===== src/rtl/sync_fifo_flags.sv =====
// ----------------------------------------------------------------------------
// sync_fifo_flags
// Parametrised single-clock FIFO with registered or first-word-fall-through
// read, programmable almost-full/almost-empty thresholds, an occupancy count
// and sticky overflow/underflow error flags.
//
// Ports
//   clk         : clock, all state updates on the rising edge
//   rst_n       : asynchronous active-low reset
//   wren_i      : write request
//   wdata_i     : write data
//   rden_i      : read request (a pop in FWFT mode)
//   clr_err_i   : synchronous clear of the sticky error flags
//   rdata_o     : read data
//   full_o      : count == FIFO_DEPTH
//   empty_o     : count == 0
//   afull_o     : count >= AF_LEVEL
//   aempty_o    : count <= AE_LEVEL
//   count_o     : current occupancy, 0..FIFO_DEPTH
//   overflow_o  : sticky, a write was rejected
//   underflow_o : sticky, a read was rejected
// ----------------------------------------------------------------------------
module sync_fifo_flags #(
   parameter int unsigned DATA_WIDTH = 8,
   parameter int unsigned FIFO_DEPTH = 8,
   parameter int unsigned AF_LEVEL   = FIFO_DEPTH - 2,
   parameter int unsigned AE_LEVEL   = 2,
   parameter bit          FWFT       = 1'b0
) (
   input  logic                        clk,
   input  logic                        rst_n,
   input  logic                        wren_i,
   input  logic [DATA_WIDTH-1:0]       wdata_i,
   input  logic                        rden_i,
   input  logic                        clr_err_i,
   output logic [DATA_WIDTH-1:0]       rdata_o,
   output logic                        full_o,
   output logic                        empty_o,
   output logic                        afull_o,
   output logic                        aempty_o,
   output logic [$clog2(FIFO_DEPTH):0] count_o,
   output logic                        overflow_o,
   output logic                        underflow_o
);

   localparam int unsigned AW = $clog2(FIFO_DEPTH);

   localparam logic [AW:0] DEPTH_CNT = (AW+1)'(FIFO_DEPTH);
   localparam logic [AW:0] AF_CNT    = (AW+1)'(AF_LEVEL);
   localparam logic [AW:0] AE_CNT    = (AW+1)'(AE_LEVEL);

   logic [DATA_WIDTH-1:0] r_mem [FIFO_DEPTH];

   logic [AW:0]   r_wptr;
   logic [AW:0]   r_rptr;
   logic [AW:0]   r_count;
   logic          r_overflow;
   logic          r_underflow;

   logic [AW:0]   w_wptr_d;
   logic [AW:0]   w_rptr_d;
   logic [AW:0]   w_count_d;
   logic          w_overflow_d;
   logic          w_underflow_d;
   logic          w_full;
   logic          w_empty;
   logic          w_wr_acc;
   logic          w_rd_acc;
   logic [AW-1:0] w_waddr;
   logic [AW-1:0] w_raddr;

   // Flags come only from the registered count, so they act as registered flags.
   always_comb begin
      w_full   = (r_count == DEPTH_CNT);
      w_empty  = (r_count == '0);
      w_wr_acc = wren_i && !w_full;
      w_rd_acc = rden_i && !w_empty;
      w_waddr  = r_wptr[AW-1:0];
      w_raddr  = r_rptr[AW-1:0];
   end

   always_comb begin
      w_wptr_d = r_wptr;
      w_rptr_d = r_rptr;
      if (w_wr_acc) begin
         w_wptr_d = r_wptr + 1'b1;
      end
      if (w_rd_acc) begin
         w_rptr_d = r_rptr + 1'b1;
      end
      // Pointer difference modulo 2^(AW+1); the wrap bit separates full from empty.
      w_count_d = w_wptr_d - w_rptr_d;
   end

   // Set wins over a simultaneous clear.
   always_comb begin
      w_overflow_d  = r_overflow;
      w_underflow_d = r_underflow;
      if (clr_err_i) begin
         w_overflow_d  = 1'b0;
         w_underflow_d = 1'b0;
      end
      if (wren_i && w_full) begin
         w_overflow_d = 1'b1;
      end
      if (rden_i && w_empty) begin
         w_underflow_d = 1'b1;
      end
   end

   always_ff @(posedge clk or negedge rst_n) begin
      if (!rst_n) begin
         r_wptr      <= '0;
         r_rptr      <= '0;
         r_count     <= '0;
         r_overflow  <= 1'b0;
         r_underflow <= 1'b0;
      end else begin
         r_wptr      <= w_wptr_d;
         r_rptr      <= w_rptr_d;
         r_count     <= w_count_d;
         r_overflow  <= w_overflow_d;
         r_underflow <= w_underflow_d;
      end
   end

   // Storage is deliberately left unreset.
   always_ff @(posedge clk) begin
      if (w_wr_acc) begin
         r_mem[w_waddr] <= wdata_i;
      end
   end

   generate
      if (FWFT) begin : g_fwft
         // Head word shown combinationally; meaningless while empty.
         assign rdata_o = r_mem[w_raddr];
      end else begin : g_reg_read
         logic [DATA_WIDTH-1:0] r_rdata;

         always_ff @(posedge clk or negedge rst_n) begin
            if (!rst_n) begin
               r_rdata <= '0;
            end else if (w_rd_acc) begin
               r_rdata <= r_mem[w_raddr];
            end
         end

         assign rdata_o = r_rdata;
      end
   endgenerate

   always_comb begin
      full_o      = w_full;
      empty_o     = w_empty;
      afull_o     = (r_count >= AF_CNT);
      aempty_o    = (r_count <= AE_CNT);
      count_o     = r_count;
      overflow_o  = r_overflow;
      underflow_o = r_underflow;
   end

endmodule


===== config.mk =====
export PLATFORM = sky130hd
export DESIGN_NAME = sync_fifo_flags
export DESIGN_NICKNAME = d
export VERILOG_FILES = /design/src/rtl/sync_fifo_flags.sv
export SDC_FILE = /design/constraint.sdc
export NUM_CORES = 1
export LEC_CHECK = 0
export ABC_CLOCK_PERIOD_IN_PS = 5700
export BUFFER_PORTS_ARGS = -buffer_cell sky130_fd_sc_hd__buf_2
export CAP_MARGIN = 20
export CORE_UTILIZATION = 43
export DETAILED_ROUTE_END_ITERATION = 8
export SLEW_MARGIN = 25
export SYNTH_ARGS = -nofsm -noshare
export SYNTH_HDL_FRONTEND = slang
export SYNTH_SLANG_ARGS = --single-unit
export TNS_END_PERCENT = 100

===== constraint.sdc =====
create_clock -name clk -period 5.7 [get_ports clk]
set_clock_uncertainty 0.1 [all_clocks]
set_input_delay 0.855 -clock clk [delete_from_list [all_inputs] [get_ports clk]]
set_output_delay 0.855 -clock clk [all_outputs]
set_load 0.05 [all_outputs]

==> results.toml <==
[worst_setup_path]
required_ns = 5.82
startpoint_type = "flip-flop"
slowest_delay_ns = 0.46
path_delay_family = "simple AND/OR/NAND/NOR gates"
crit_chain = "nor4b_4 > and2b_1 > mux2_2 > ha_1 > a21o_1 > a21oi_1 > xor3_1"
reg2reg_depth = 7
reg2reg_from = "count_o[1]"
timing.rr.end = "count_o[3]"
arrival_ns = 2.62
crit_fanout = 6
rrSetupSlack_ns = 3.20
cp_slowest_cell = "dfrtp_1"
setup.worst_path.class = "reg -> reg"
crit_buf_inv = 0
end_kind = "flip-flop"

[clock_tree]
numCtsBuffers = 9
cts_buffer_depth = 2
cts_hold_buf = 0
htreeDepth = 3
ctsResizeCount = 0
cts_setup_buffers = 0
clkLatencyLatePin_ns = 0.34
cts.clk_slew.worst_paths_ns = 0.08
cts_tree = "done"
cts_num_sinks = 86
cts_root_buffer = "clkbuf_8"

[synth]
yosys-top-cells-area = "edfxtp_1, dfrtp_1, mux4_2"
synth-edff-count = 64
synth_area_mm2 = 0.003446
synthCells = 191
yosys_register_bits = 86
yosys.cell_types.count = 31
ys_seq_area_frac = 0.7175
yosys_warnings = 0
synth_area_per_cell_um2 = 18.04
synth_ff_type = "edfxtp_1"
synthArstFlopShare = 0.2558
synth_top_area_frac = 0.5577
synth_top_area_cell = "edfxtp_1"
synth_nets = 210

[routing]
drc = 0
wl_per_cell_um = 17.66
ant_nets = 0
drt-initial-drc-count = 79
vias = 1707
drt-total-wl_mm = 5.934
firstDrtPassIters = 4
via_per_inst = 5.080

[global_routing]
grt_pass1_vias = 1762
grt.met2_usage = 0.2619
grt-ovfl-total = 0
grt.busiest_layer = "met2"
antenna_found_initial = 0
track_usage = 0.1652
grt_max_degree = 23
grtUsageMet3 = 0.05025
met1_usage = 0.2165
grt_pass1_wl_mm = 9.749

[power_and_ir_drop]
power_density_mw_per_mm2 = 555.5
ir_drop_mv = 0.2410
p_leak_uw = 0.001460

[placement]
portBuffers = 30
dpl-instance-area_mm2 = 0.003724
gp_congestion = 0.6907
dp_hpwl_mm = 3.789

[sta]
min_period_over_period = 0.4391
maxSlewHeadroom = 0.3717
finalHoldViolCount = 0
finalCriticalPeriod_ns = 2.503
drv_slew = 0
rsz0062_at_grt = "false"
setup_tns_ns = 0
tightest_slew_ns = 0.9390
setup_viol = 0
fmax_ghz = 0.3996

[layout]
nets = 248
layout-drive-gt1-share = 0.2949
fill_cells = 651
design_area_mm2 = 0.003881
final_common_cell = "edfxtp_1"
n_antenna_cell = 0
final_cell_mix = "edfxtp_1, buf_2, dfrtp_1"
area_growth_pct = 12.64

[hold_path]
hold_class = "in -> async"

[status]
outcome = "complete, no violations"

[floorplan]
num_io_pins = 31
rows = 32
dieHeight_um = 91.52
die-area_mm2 = 0.008376
core_area_mm2 = 0.007727
die_x_um = 91.52
start_util = 0.4459

[run]
maxCapViolCount = 0
flip-flops by register name, summed over array words and instances (netlist names), named ones only:
register	flops
overflow_o	1
count_o	4
r_wptr	4
rdata_o	8
r_mem	64
underflow_o	1
r_rptr	3
stage by stage:
step           hold slack (ns)  worst slack [ns]  instances  utilization  power [uW]
3_3_place_gp            0.3611             3.082        320       0.4819        1827
3_5_place_dp            0.3687             3.046        320       0.4819        1832
6_report                0.3727             3.197        336       0.5023        2156
4_1_cts                 0.3767             3.179        336       0.5023        2193
5_1_grt                 0.3883             3.059        336       0.5023        2299
2_1_floorplan           0.3556             2.450        191            -        1619
cells by family after synthesis:
family	synth area share
DFF	0.7175
muxes	0.1311
and+or+nand+nor	0.05229
xor gates and xnor gates	0.02941
AOI/OAI and AO/OA	0.02505
adders and majority gates	0.02397
buffers and inverters	0.02069
per-layer routing:
layer	vias up	routed length [um]
met5	-	0
met4	0	98
met3	9	209
met2	43	2931
met1	856	2695
li1	799	-
final cells by class:
class	count	area, um2	share of cell area
Multi-Input combinational cell	89	909.6	0.2344
Sequential cell	86	2472	0.6370
Inverter	9	33.78	0.008704
Clock buffer	11	131.4	0.03385
Tap cell	102	127.6	0.03288
Clock inverter	5	26.28	0.006770
Timing Repair Buffer	34	180.2	0.04642
power breakdown:
group | switching, uW | internal, uW | total [uW]
sequential | 133 | 827 | 960
clock | 199 | 155 | 354
combinational | 496 | 346 | 842
total | 827 | 1330 | 2160
synthesized netlist by cell type, types with 3 or more instances:
| cell | instances |
|---|---|
| nand2_1 | 17 |
| mux2i_1 | 8 |
| nand2b_1 | 3 |
| inv_1 | 8 |
| edfxtp_1 | 64 |
| nor2_1 | 6 |
| ha_1 | 5 |
| mux4_2 | 16 |
| o21ai_0 | 10 |
| xor2_1 | 3 |
| xnor2_1 | 4 |
| dfrtp_1 | 22 |
| buf_2 | 5 |
how the worst max path moves through the flow:
stage                          start     endpoint  slack, ns  depth (start not counted)
final                     count_o[1]   count_o[3]       3.20                          7
after global routing      count_o[1]      empty_o       3.06                          2
after CTS                 count_o[1]   count_o[3]       3.18                          7
after detailed placement      wren_i   count_o[3]       3.05                          7
after global placement        wren_i  r_mem[6][2]       3.08                          4
after floorplan           count_o[1]      empty_o       2.45                          1
worst register-to-register path, delay by kind of cell, from the launching register on:
family | cells | cell delay [ns]
AO/OA/AOI/OAI | 2 | 0.31
XOR/XNOR | 1 | 0.23
adder cells (fa/ha/maj) | 1 | 0.28
flip-flops | 1 | 0.46
multiplexers | 1 | 0.33
AND/OR/NAND/NOR | 2 | 0.67
(Power assumes the default switching activity.)
